`src/rtl/param_adder.sv`:
```
// param_adder: N-bit grouped carry-lookahead adder with registered sum, carry, overflow and valid
module param_adder #(
    parameter int N     = 5,
    parameter int GROUP = 4
) (
    input  logic         clk,
    input  logic         rst,
    input  logic         in_valid,
    input  logic [N-1:0] a,
    input  logic [N-1:0] b,
    input  logic         cin,
    output logic [N-1:0] s,
    output logic         cout,
    output logic         ovf,
    output logic         out_valid
);
    localparam int NG = (N + GROUP - 1) / GROUP;
    logic [N-1:0]  g, p, s_d, s_q;
    logic [N:0]    c;
    logic [NG-1:0] gg, gp;
    logic [NG:0]   gc;
    logic          acc_g, acc_p, cout_q, ovf_q, valid_q;
    // bit g/p, group G/P, second-level group carries, then in-group lookahead carries
    always_comb begin
        g     = a & b;
        p     = a ^ b;
        gg    = '0;
        gp    = '0;
        gc    = '0;
        c     = '0;
        acc_g = 1'b0;
        acc_p = 1'b1;
        for (int i = 0; i < N; i++) begin
            acc_g = (i % GROUP == 0) ? 1'b0 : acc_g;
            acc_p = (i % GROUP == 0) ? 1'b1 : acc_p;
            acc_g = g[i] | (p[i] & acc_g);
            acc_p = acc_p & p[i];
            gg[i / GROUP] = acc_g;
            gp[i / GROUP] = acc_p;
        end
        gc[0] = cin;
        acc_g = 1'b0;
        acc_p = 1'b1;
        for (int k = 0; k < NG; k++) begin
            acc_g     = gg[k] | (gp[k] & acc_g);
            acc_p     = acc_p & gp[k];
            gc[k + 1] = acc_g | (acc_p & cin);
        end
        acc_g = 1'b0;
        acc_p = 1'b1;
        for (int i = 0; i < N; i++) begin
            acc_g = (i % GROUP == 0) ? 1'b0 : acc_g;
            acc_p = (i % GROUP == 0) ? 1'b1 : acc_p;
            c[i]  = acc_g | (acc_p & gc[i / GROUP]);
            acc_g = g[i] | (p[i] & acc_g);
            acc_p = acc_p & p[i];
        end
        c[N] = gc[NG];
        s_d  = p ^ c[N-1:0];
    end
    // output register: reset wins, results load only on in_valid, valid is in_valid delayed
    always_ff @(posedge clk) begin
        if (rst) begin
            s_q     <= '0;
            cout_q  <= 1'b0;
            ovf_q   <= 1'b0;
            valid_q <= 1'b0;
        end else begin
            valid_q <= in_valid;
            if (in_valid) begin
                s_q    <= s_d;
                cout_q <= c[N];
                ovf_q  <= c[N-1] ^ c[N];
            end
        end
    end
    assign s         = s_q;
    assign cout      = cout_q;
    assign ovf       = ovf_q;
    assign out_valid = valid_q;
endmodule

```
`config.mk`:
```
export PLATFORM = sky130hd
export DESIGN_NAME = param_adder
export DESIGN_NICKNAME = d
export VERILOG_FILES = /design/src/rtl/param_adder.sv
export SDC_FILE = /design/constraint.sdc
export NUM_CORES = 1
export LEC_CHECK = 0
export ABC_AREA = 1
export BUFFER_PORTS_ARGS = -buffer_cell sky130_fd_sc_hd__buf_2
export CAP_MARGIN = 20
export CORE_AREA = 2 2 39 41
export DETAILED_ROUTE_END_ITERATION = 16
export DIE_AREA = 0 0 41 43
export GPL_ROUTABILITY_DRIVEN = 0
export HOLD_SLACK_MARGIN = 0.12
export PLACE_DENSITY_LB_ADDON = 0.05
export SLEW_MARGIN = 20
export SYNTH_ARGS = -nofsm -noshare
export SYNTH_HDL_FRONTEND = slang
export SYNTH_SLANG_ARGS = --single-unit
export TNS_END_PERCENT = 1
```
`constraint.sdc`:
```
create_clock -name clk -period 1.9 [get_ports clk]
set_input_delay 0.285 -clock clk [delete_from_list [all_inputs] [get_ports clk]]
set_output_delay 0.285 -clock clk [all_outputs]
set_load 0.01 [all_outputs]
```
-- Word-level counts from Yosys, hierarchy flattened
Index checks and enable logic that the tools add are counted.
- bits in registers: 8
- input port bits: 14
- word-level logic and storage cells: 30
- output and inout port bits: 8
- bitwise logic cells: 26
- operators by type and width (kind ; number):
    1-bit bitwise AND ; 13
    5-bit XOR ; 2
    1-bit bitwise OR ; 9
    5-bit bitwise AND ; 1
    1-bit XOR ; 1

-- Longest topological paths before layout
Gate-level depths: netlist (run 1).
- depth in word-level cells: 11
- mapped depth: 11
- depth with buffers taken out: 11

-- Worst setup path after synthesis (run 1)
No wires, ideal clock.
- path type: input-to-reg
- start point: input a[1]
- end point: register s_q[4], in the netlist s[4]
- path buffers: 0
- slack: 464 ps
- arrival time: 1307 ps
- required time: 1771 ps
- library setup time: 129 ps
- stages: 10
- cells stage by stage: ha_1 -> nand2_1 -> inv_2 -> nand2_1 -> nand3_2 -> nand2_2 -> nand2_4 -> or2_0 -> nand2_1 -> a21oi_2
- word-level cells in the longest chain between the ends: 9
- elaborated cells on any way between the ends: 14
- classes of those cells: bitwise: 14
- RTL lines (item ; RTL line ; RTL):
    from (decl) ; 9 ; input logic [N-1:0] a,
    5-bit XOR ; 26 ; p = a ^ b;
    1-bit bitwise AND ; 36 ; acc_g = g[i] | (p[i] & acc_g);
    1-bit bitwise OR ; 36 ;
    1-bit bitwise AND ; 36 ;
    1-bit bitwise OR ; 36 ;
    1-bit bitwise AND ; 36 ;
    1-bit bitwise OR ; 36 ;
    1-bit bitwise OR * ; 47 ; gc[k + 1] = acc_g | (acc_p & cin);
    5-bit XOR * ; 59 ; s_d = p ^ c[N-1:0];
    to (signal assigned) ; 64 ; s_q <= '0;
    to (signal assigned) ; 71 ; s_q <= s_d;
    to (decl) ; 18 ; logic [N-1:0] g, p, s_d, s_q;
Mark *: on every way between the ends. The rest lies on a longest branch, timed or not.
A chain may end at the register's enable or synchronous reset.

-- Final worst setup path (run 1)
Same ends and word-level chain as after synthesis.

==> results of run 1 <==
[area by class of cell]
type	count	area share, %
multi-input cells	46	45.35
well taps	16	3.036
flip-flops and latches	8	24.29
inverters	14	7.970
clock buffers	3	3.416
repair buffers	21	15.94
[where the power goes]
part | internal (W) | switching [W] | leakage, nW | total, W
logic | 0.0000586 | 0.0000713 | 0.300 | 0.000130
registers | 0.000183 | 0.00000591 | 0.0664 | 0.000189
clock network | 0.0000720 | 0.0000529 | 0.0138 | 0.000125
total | 0.000313 | 0.000130 | 0.380 | 0.000443
[cells in the final DEF (no fill, tap or decap)]
cell type / Yosys / layout
a211oi_1: 1 / 1
fa_1: 1 / 1
nand2_1: 14 / 14
nand3_2: 1 / 1
a21oi_1: 1 / 1
xnor2_1: 2 / 2
nand2_2: 1 / 1
or2_0: 1 / 1
nand2_4: 1 / 1
clkbuf_4: 0 / 3
o21ai_1: 3 / 3
inv_2: 4 / 4
buf_2: 0 / 21
xor2_1: 1 / 1
nor2_1: 10 / 10
ha_1: 5 / 5
inv_1: 9 / 9
a21oi_4: 1 / 1
nand3_1: 1 / 1
clkinv_1: 1 / 1
a21oi_2: 2 / 2
dfxtp_1: 8 / 8
[through the flow]
stage / utilization [%] / total power (W)
6_report: 47.65 / 0.0004435
2_1_floorplan: - / 0.0002826
3_3_place_gp: 46.02 / 0.0003220
5_1_grt: 47.65 / 0.0004864
3_5_place_dp: 46.02 / 0.0003231
4_1_cts: 47.65 / 0.0004536
[cell families (layout without fill, tap and decap cells)]
logic type / after synthesis / after routing / synth area share, %
AND/OR/NAND/NOR: 29 / 29 / 25.00
AO/OA/AOI/OAI: 8 / 8 / 11.89
buffers and inverters: 15 / 38 / 10.92
flip-flops: 8 / 8 / 31.07
adder cells (fa/ha/maj): 6 / 6 / 16.02
XOR/XNOR: 3 / 3 / 5.098
[registers in the layout, summed over array words and instances, names as in the netlist]
signal / count
cout: 1
ovf: 1
s: 5
out_valid: 1
[critical path: cells and delay by family]
kind            cells  cell delay [ns]
simple gates        8             0.72
compound gates      1             0.05
fa+ha+maj           1             0.32
buf+inv             1             0.10
[layer usage]
layer | routed length (um) | part of all wire [%] | global-route usage (%) | vias up
met1 | 458 | 52 | 17.68 | 175
met2 | 342 | 39 | 15.94 | 17
met4 | 19 | 2.2 | 14.00 | 0
li1 | - | - | - | 257
met5 | 0 | 0 | 0 | -
met3 | 57 | 6.5 | 1.571 | 2
[final timing paths]
check / endpoint / slack, ns / cells after the start
hold / removal: ovf / 0.31 / 2
setup / recovery: s[4] / 0.56 / 11
setup reg to reg: s[3] / 1.25 / 4
hold reg to reg: s[4] / 0.47 / 2
==> metrics.md, run 1 <==
| Metric | Value |
|---|---|
| Clock buffer depth | 2 |
| Crit path capture type | register |
| CP Launch Point | a[1] |
| Worst-path cell chain | buf_2, ha_1, nand2_1, nand2_1, nand2_1, nand3_2, nand2_2, nand2_4, or2_0, nand2_1, a21oi_2 |
| RSZ-0062 raised after global routing | false |
| Sequential Area | 160.2 um2 |
| Power per cell area | 672.5 nW/um2 |
| Fillcell total | 150 |
| Later-pin clock latency in the skew report | 0.24 ns |
| Hold Crit Start | rst |
| Clk_skew | 0 ns |
| Slew @ Worst Pin | between 0.15 and 0.2 ns |
| Most frequent CP cell | nand2_1 |
| CTS tree | built |
| Total Wirelength | between 800 and 900 um |
| Initial core utilization | 37.25% |
| PostCTS Resize Cnt | 0 |
| Pre-CTS WS | just under 0.3 ns |
| CP Max Fanout | 3 |
| Synth top area share | a little under a third |
| Final cell count without fillers | roughly 110 |
| Buffers on Ports | 21 |
| Num ports | 22 |
| Flops & latches, synth | 8 |
| DR iter-0 viols | 4 |
| Synth async-reset ratio | 0% |
| Netlist Area Pre-Place | 515.5 um2 |
| Post-DR vias/cell | 4.176 |
| Max rail drop VDD | 0.1781 mV |
| Die width | 41 um |
| Most frequent cell after synthesis | nand2_1 |
| Vias | around 450 |
| TritonCTS Buffers | 3 |
| Status | finished, final reports clean |
| Post-detailed-placement half-perimeter wirelength | 713.1 um |
| Area of the die | ~1800 um2 |
| Antenna violations before repair | 0 |
| Post-route minimum period | 1.339 ns |
| Post-CTS setup buffers | 0 |
| Area of the multi-input gates | ~300 um2 |
| Worst Setup Path Type | in2reg |
| Post-synth EDFFs | 0 |
| Hold Slack | just over 0.3 ns |
| First-pass GRT wire length | ~1500 um |
| Core ar. | 1384 um2 |
| Net Count, Synth | 89 |
| CP arrival | 1.47 ns |
| Final hold violations | 0 |
| # H-tree levels | 1 |
| Layout cell share with drive strength beyond 1 | 36.96% |
| Relative slew slack | 89.21% |
| Vias in the first global route | 387 |
| GRT Util Overall | 13.05% |
| Nets@finish | between 100 and 150 |
| Area delta synth->final | 27.91% |
| Drt first pass iters | 4 |
| Total gr overflow | 0 |
| Antenna viol nets, final | 0 |
| CP max-delay cell | ha_1 |
| Dominant cell type by area after synthesis | dfxtp_1 |
| Syn avg cell area | approximately 7.5 um2 |
| Drt drc | 0 |
| Worst Slack Setup Final | around 0.56 ns |
| Most used DFF post-synth | dfxtp_1 |
| Root buffer cell | clkbuf_4 |
| Ys Warns | 0 |
| Final Cell Area | 659.4 um2 |
| Yosys cell types | 21 |
| Hold buffers post-CTS | 0 |
| Max-Cap Viols | 0 |
| Leakage power | around 0.38 nW |
| Hold WC Path Type | in2reg |
| Gate Count Post-Synth | 69 |
| Sum Neg Setup Slack | 0 ns |
| ANT cells | 0 |
| Fmax | 746.7 MHz |
| Row count | 14 |
| Commonest cells post-synth | nand2_1 (14), nor2_1 (10), inv_1 (9) |
| Largest net degree at the start of global routing | 9 |
| Slew Viols, Final | 0 |
| Dpl cells | 105 |
| Post-DP Area | 636.9 um2 |
| Chip Height | 43 um |
| R2R Path Start | s[3] |
| Routed len/inst | 8.130 um |
| Crit path required time | 2.03 ns |
| Final Cycle Share | 70.48% |
| Reg clk slew, reported paths | 0.05 ns |
| CTS Sinks | 8 |
| Synth top area cells | dfxtp_1 (31%), ha_1 (12%), nand2_1 (10%) |
| Count of final setup violators | 0 |
| Crit path largest cell delay | ~0.32 ns |
| Critical path launch point type | input port |
| Seq/Total Area, Yosys | 31.07% |
Note: power is estimated with default switching activity, not from simulation.
==> run 2: changes to the inputs <==
- clock period: 1.9 -> 1.18 ns (I/O delays scaled with it)
==> run 2 against run 1 <==
Against the previous run:
- die area is the same
- highest routed layer is now met3
- final area is 13% higher
- clock-buffer cell count unchanged
- sequential power increased by 60%
- routed wire length increased by 7.9%
- critical endpoint unchanged
- final cell count up 2.8%
- first-iteration DRC count rose by 50%
- via count up 12%
- setup slack lost 0.51 ns
==> metrics.md, run 2 (synthesized netlist as in run 1, its figures left out) <==
| Metric | Value |
|---|---|
| Status | finished, final reports clean |
| Vias in the first global route | 436 (+13%) |
| Vias | 505 (+12%) |
| Core ar. | 1384 um2 (unchanged) |
| Final Cycle Share | 95.27% |
| Reg power frac | 39.8% (-2.7 points) |
| Crit path largest cell delay | 0.24 ns (-0.08 ns) |
| Final hold violations | 0 (unchanged) |
| # H-tree levels | 1 (unchanged) |
| Worst Slack Setup Final | 0.05577 ns (-0.5051 ns) |
| Slew Viols, Final | 0 (unchanged) |
| Antenna viol nets, final | 0 (unchanged) |
| Post-route minimum period | 1.124 ns |
| Buffers on Ports | 21 (unchanged) |
| Most frequent CP cell | nand2_2 |
| Area of the die | 1763 um2 (unchanged) |
| Nets@finish | 117 (+2.6%) |
| Hold WC Path Type | in2reg |
| Antenna violations before repair | 0 (unchanged) |
| Sw frac | 29.86% (+0.51 points) |
| Area delta synth->final | 44.90% |
| Slew @ Worst Pin | 0.1586 ns (-0.002339 ns) |
| Leakage power | 0.3991 nW (+5.0%) |
| CP Max Fanout | 3 (unchanged) |
| Max-Cap Viols | 0 (unchanged) |
| Number of flip-flops in the largest register | 5 (unchanged) |
| Count of final setup violators | 0 (unchanged) |
| Combinational share of power | 33.3% (+4.0 points) |
| Crit path required time | 1.32 ns (-0.71 ns) |
| CTS tree | built |
| Dpl cells | 108 (+2.9%) |
| Row count | 14 (unchanged) |
| Max rail drop VDD | 0.4457 mV (+150%) |
| Post-DR vias/cell | 4.550 (+8.9%) |
| Most frequent cells in the layout | buf_2 (19), nor2_1 (10), inv_1 (8), nand2_1 (8), dfxtp_1 (8) |
| RSZ-0062 raised after global routing | false |
| Power per cell area | 1022 nW/um2 (+52%) |
| ANT cells | 0 (unchanged) |
| Num ports | 22 (unchanged) |
| Worst-path cell chain | buf_6, ha_4, nand2_2, nand2_2, nand2_2, nand3_2, nand2_2, nand2_4, or2_0, nand2_1, a21oi_2 |
| DR iter-0 viols | 6 (+2) |
| CP max-delay cell | ha_4 |
| Worst Setup Path Type | in2reg |
| Later-pin clock latency in the skew report | 0.25 ns (about the same) |
| Total Wirelength | 947 um (+7.9%) |
| Hold buffers post-CTS | 0 (unchanged) |
| Clk pwr share | 26.9% (-1.3 points) |
| Die width | 41 um (unchanged) |
| Total power | 0.0007631 W (+72%) |
| Drt drc | 0 (unchanged) |
| First-pass GRT wire length | 1607 um (+6.8%) |
| Layout cell share with drive strength beyond 1 | 49.47% (+13 points) |
| Total gr overflow | 0 (unchanged) |
| Root buffer cell | clkbuf_4 |
| Relative slew slack | 89.36% (+0.16 points) |
| Crit path capture type | register |
| Most common cell after layout, fill and taps aside | buf_2 |
| TritonCTS Buffers | 3 (unchanged) |
| Final Cell Area | 747.0 um2 (+13%) |
| P_sw | 0.0002278 W (+75%) |
| GRT Util Overall | 12.98% (-0.074 points) |
| Largest net degree at the start of global routing | 9 (unchanged) |
| Post-detailed-placement half-perimeter wirelength | 782.1 um (+9.7%) |
| Internal power | 0.0005353 W (+71%) |
| Post-CTS setup buffers | 0 (unchanged) |
| Drt first pass iters | 4 (unchanged) |
| Final cell count without fillers | 111 (+2.8%) |
| CP arrival | 1.26 ns (-0.21 ns) |
| Clock buffer depth | 2 (unchanged) |
| Reg clk slew, reported paths | 0.05 ns (about the same) |
| Fmax | 889.5 MHz |
| Routed len/inst | 8.532 um (+4.9%) |
| Clk_skew | 0 ns (unchanged) |
| CTS Sinks | 8 (unchanged) |
| Post-DP Area | 684.4 um2 (+7.5%) |
| Pre-CTS WS | -0.2560 ns (-0.5497 ns) |
| Critical path launch point type | input port |
| PostCTS Resize Cnt | 0 (unchanged) |
| Initial core utilization | 37.25% (unchanged) |
| Chip Height | 43 um (unchanged) |
| Hold Slack | 0.1898 ns (-0.1176 ns) |
-- run 2: worst max-delay path, delay by kind of cell --
| family | cells | cell delay (ns) |
|---|---|---|
| and+or+nand+nor | 8 | 0.72 |
| adders and majority gates | 1 | 0.24 |
| buffers and inverters | 1 | 0.10 |
| AOI/OAI and AO/OA | 1 | 0.04 |
-- run 2: final timing paths --
kind | start | endpoint | slack (ns) | cells past startpoint
max | b[1] | s[4] | 0.06 | 11
min | rst | s[4] | 0.19 | 2
max reg2reg | s[1] | s[1] | 0.53 | 4
min reg2reg | s[4] | s[4] | 0.47 | 2
-- run 2: power by group through the flow --
| stage | clock network, W | registers (W) | logic (W) |
|---|---|---|---|
| 2_1_floorplan | 0 | 0.000322 | 0.000139 |
| 3_3_place_gp | 0 | 0.000309 | 0.000234 |
| 3_5_place_dp | 0 | 0.000310 | 0.000238 |
| 4_1_cts | 0.000218 | 0.000304 | 0.000238 |
| 5_1_grt | 0.000229 | 0.000307 | 0.000287 |
| 6_report | 0.000206 | 0.000303 | 0.000254 |
-- run 2: stage by stage --
step	utilization [%]	setup TNS, ns
2_1_floorplan	-	-0.08315
3_3_place_gp	49.46	-0.7002
3_5_place_dp	49.46	-0.7333
4_1_cts	51.09	0
5_1_grt	53.98	0
6_report	53.98	0
-- run 2: per-layer routing --
metal	wire length [um]	track usage, %
met5	0	0
met4	0	6.000
met3	37	3.141
met2	509	21.56
met1	400	14.56
-- run 2: cell type report --
cell class	count	area, um2
Inverter	14	52.55
Tap cell	16	20.02
Timing Repair Buffer	24	140.1
Fill cell	146	636.9
Clock buffer	3	22.52
Sequential cell	8	160.2
Multi-Input combinational cell	46	351.6
==> run 3: changes to the inputs <==
- PLACE_DENSITY_LB_ADDON: 0.05 -> 0.3
- SKIP_LAST_GASP: not set -> 1
==> run 3 against run 2 <==
Against the previous run:
- setup slack improved by 0.0023 ns
- via count decreased by 1.2%
- total power decreased by 1.3%
- critical path type unchanged
- critical endpoint unchanged
==> metrics.md, run 3 (synthesized netlist as in run 1, its figures left out) <==
| Metric | Value |
|---|---|
| Status | finished, final reports clean |
| Max-Cap Viols | 0 (unchanged) |
| Critical path launch point type | input port |
| Final hold violations | 0 (unchanged) |
| Later-pin clock latency in the skew report | 0.24 ns (about the same) |
| Power per cell area | 1018 nW/um2 (-0.33%) |
| Leakage power | 0.4036 nW (+1.1%) |
| Final Cycle Share | 95.08% (-0.20 points) |
| Fmax | 891.3 MHz (+0.21%) |
| Buffers on Ports | 21 (unchanged) |
| Area delta synth->final | 43.45% |
| Total Wirelength | 976 um (+3.1%) |
| Row count | 14 (unchanged) |
| CP Launch Point | a[0] |
| GRT Util Overall | 13.52% (+0.54 points) |
| Num ports | 22 (unchanged) |
| M1 GR Usage | 13.07% (-1.5 points) |
| Crit path required time | 1.32 ns (about the same) |
| Worst Slack Setup Final | 0.05809 ns (+0.002320 ns) |
| Nets@finish | 118 (+0.85%) |
| R2R Path Start | s[2] |
| Clock buffer depth | 2 (unchanged) |
| Max rail drop VDD | 0.4150 mV (-6.9%) |
| Vias in the first global route | 474 (+8.7%) |
| Initial core utilization | 37.25% (unchanged) |
| Count of final setup violators | 0 (unchanged) |
| Routed len/inst | 8.714 um (+2.1%) |
| Reg2reg path depth | 4 (unchanged) |
| R2R Setup Slk | 0.53 ns (about the same) |
| Chip Height | 43 um (unchanged) |
| Most common cell after layout, fill and taps aside | buf_2 |
| Clk_skew | 0 ns (unchanged) |
| Sequential Area | 160.2 um2 (unchanged) |
| First-pass GRT wire length | 1642 um (+2.2%) |
| CP Max Fanout | 3 (unchanged) |
| # H-tree levels | 1 (unchanged) |
| M2 GR Usage | 23.75% (+2.2 points) |
| Hold WC Path Type | in2reg |
| Antenna viol nets, final | 0 (unchanged) |
| Die width | 41 um (unchanged) |
| Layout cell share with drive strength beyond 1 | 42.71% (-6.8 points) |
| Area of the die | 1763 um2 (unchanged) |
| Relative slew slack | 88.22% (-1.1 points) |
| Antenna violations before repair | 0 (unchanged) |
| CTS tree | built |
| Number of flip-flops in the largest register | 5 (unchanged) |
| Vias | 499 (-1.2%) |
| Largest net degree at the start of global routing | 9 (unchanged) |
| Post-DR vias/cell | 4.455 (-2.1%) |
| Crit path capture type | register |
| Core ar. | 1384 um2 (unchanged) |
| TritonCTS Buffers | 3 (unchanged) |
| CP arrival | 1.26 ns (about the same) |
| M3 GR Usage | 1.571% (-1.6 points) |
| Most frequent cells in the layout | buf_2 (19), nand2_1 (14), nor2_1 (10) |
| Pre-CTS WS | -0.2471 ns (+0.008929 ns) |
| Post-route minimum period | 1.122 ns (-0.002320 ns) |
| GR peak layer | met2 |
| RR Endpoint | s[2] |
| Hold buffers post-CTS | 0 (unchanged) |
| Fillcell total | 153 (+4.8%) |
| Hold worst-path end | ovf |
| RSZ-0062 raised after global routing | true |
| DR iter-0 viols | 1 (-5) |
| Slew Viols, Final | 0 (unchanged) |
| Root buffer cell | clkbuf_4 |
| Drt first pass iters | 4 (unchanged) |
| ANT cells | 0 (unchanged) |
| Post-detailed-placement half-perimeter wirelength | 795.3 um (+1.7%) |
| CTS Sinks | 8 (unchanged) |
| Hold path cells | 2 (unchanged) |
| Area of the multi-input gates | 336.6 um2 (-4.3%) |
| Slew @ Worst Pin | 0.1757 ns (+0.01710 ns) |
| Hold Crit Start | rst |
| Total gr overflow | 0 (unchanged) |
| Drt drc | 0 (unchanged) |
| Worst Setup Path Type | in2reg |
| Hold Slack | 0.1945 ns (+0.004705 ns) |
| Reg clk slew, reported paths | 0.05 ns (about the same) |
[run 3: cell types whose count changed in the layout (fill, tap and decap cells not counted), sizes merged]
cell and delta:
buf +1
[run 3: final cells by class]
class	instances	share of cell area (%)
tap	16	2.707
inverter	14	7.107
multi-input combinational	46	45.52
sequential	8	21.66
timing repair buffer	25	19.97
clock buffer	3	3.046
[run 3: worst max-delay path, stage by stage]
cell	delay (ns)
buf_2	0.12
ha_4	0.22
nand2_1	0.07
inv_2	0.04
nand2_1	0.06
nand3_2	0.08
nand2_2	0.09
nand2_4	0.06
or2_0	0.21
nand2_1	0.07
a21oi_2	0.05
[run 3: repair_timing]
item,4_1_cts,5_1_grt
endpoints found under the setup margin,0,3
gates resized for setup,0,3
hold endpoints to repair,0,0
buffers inserted,0,1
[run 3: worst max-delay path by stage]
stage	endpoint	slack, ns	depth (start not counted)
finish	s[4]	0.06	11
global route	s[4]	-0.03	11
CTS	s[4]	0.02	11
floorplan	s[4]	-0.08	10
detailed placement	s[4]	-0.25	11
global placement	s[4]	-0.23	11
[run 3: per-layer routing]
layer	vias up	routed length, um	part of all wire [%]
li1	267	-	-
met1	216	430	44
met2	14	473	48
met3	2	61	6.3
met4	0	10	1.0
met5	-	0	0
[run 3: stage by stage]
step                      setup TNS, ns  total power [W]  instances  cell area (um2)  utilization [%]
after floorplan                -0.08315        0.0004609         69            540.5                -
after global placement          -0.6320        0.0005407        108            684.4            49.46
after detailed placement        -0.7243        0.0005472        108            684.4            49.46
after CTS                             0        0.0007533        111            706.9            51.09
after global routing           -0.03112        0.0008017        112            739.5            53.44
final                                 0        0.0007529        112            739.5            53.44
[run 3: power breakdown]
group	internal, W	leakage, nW	switching, W
logic	0.000123	0.323	0.000124
clock network	0.000116	0.0138	0.0000850
registers	0.000294	0.0664	0.0000104
total	0.000533	0.404	0.000220
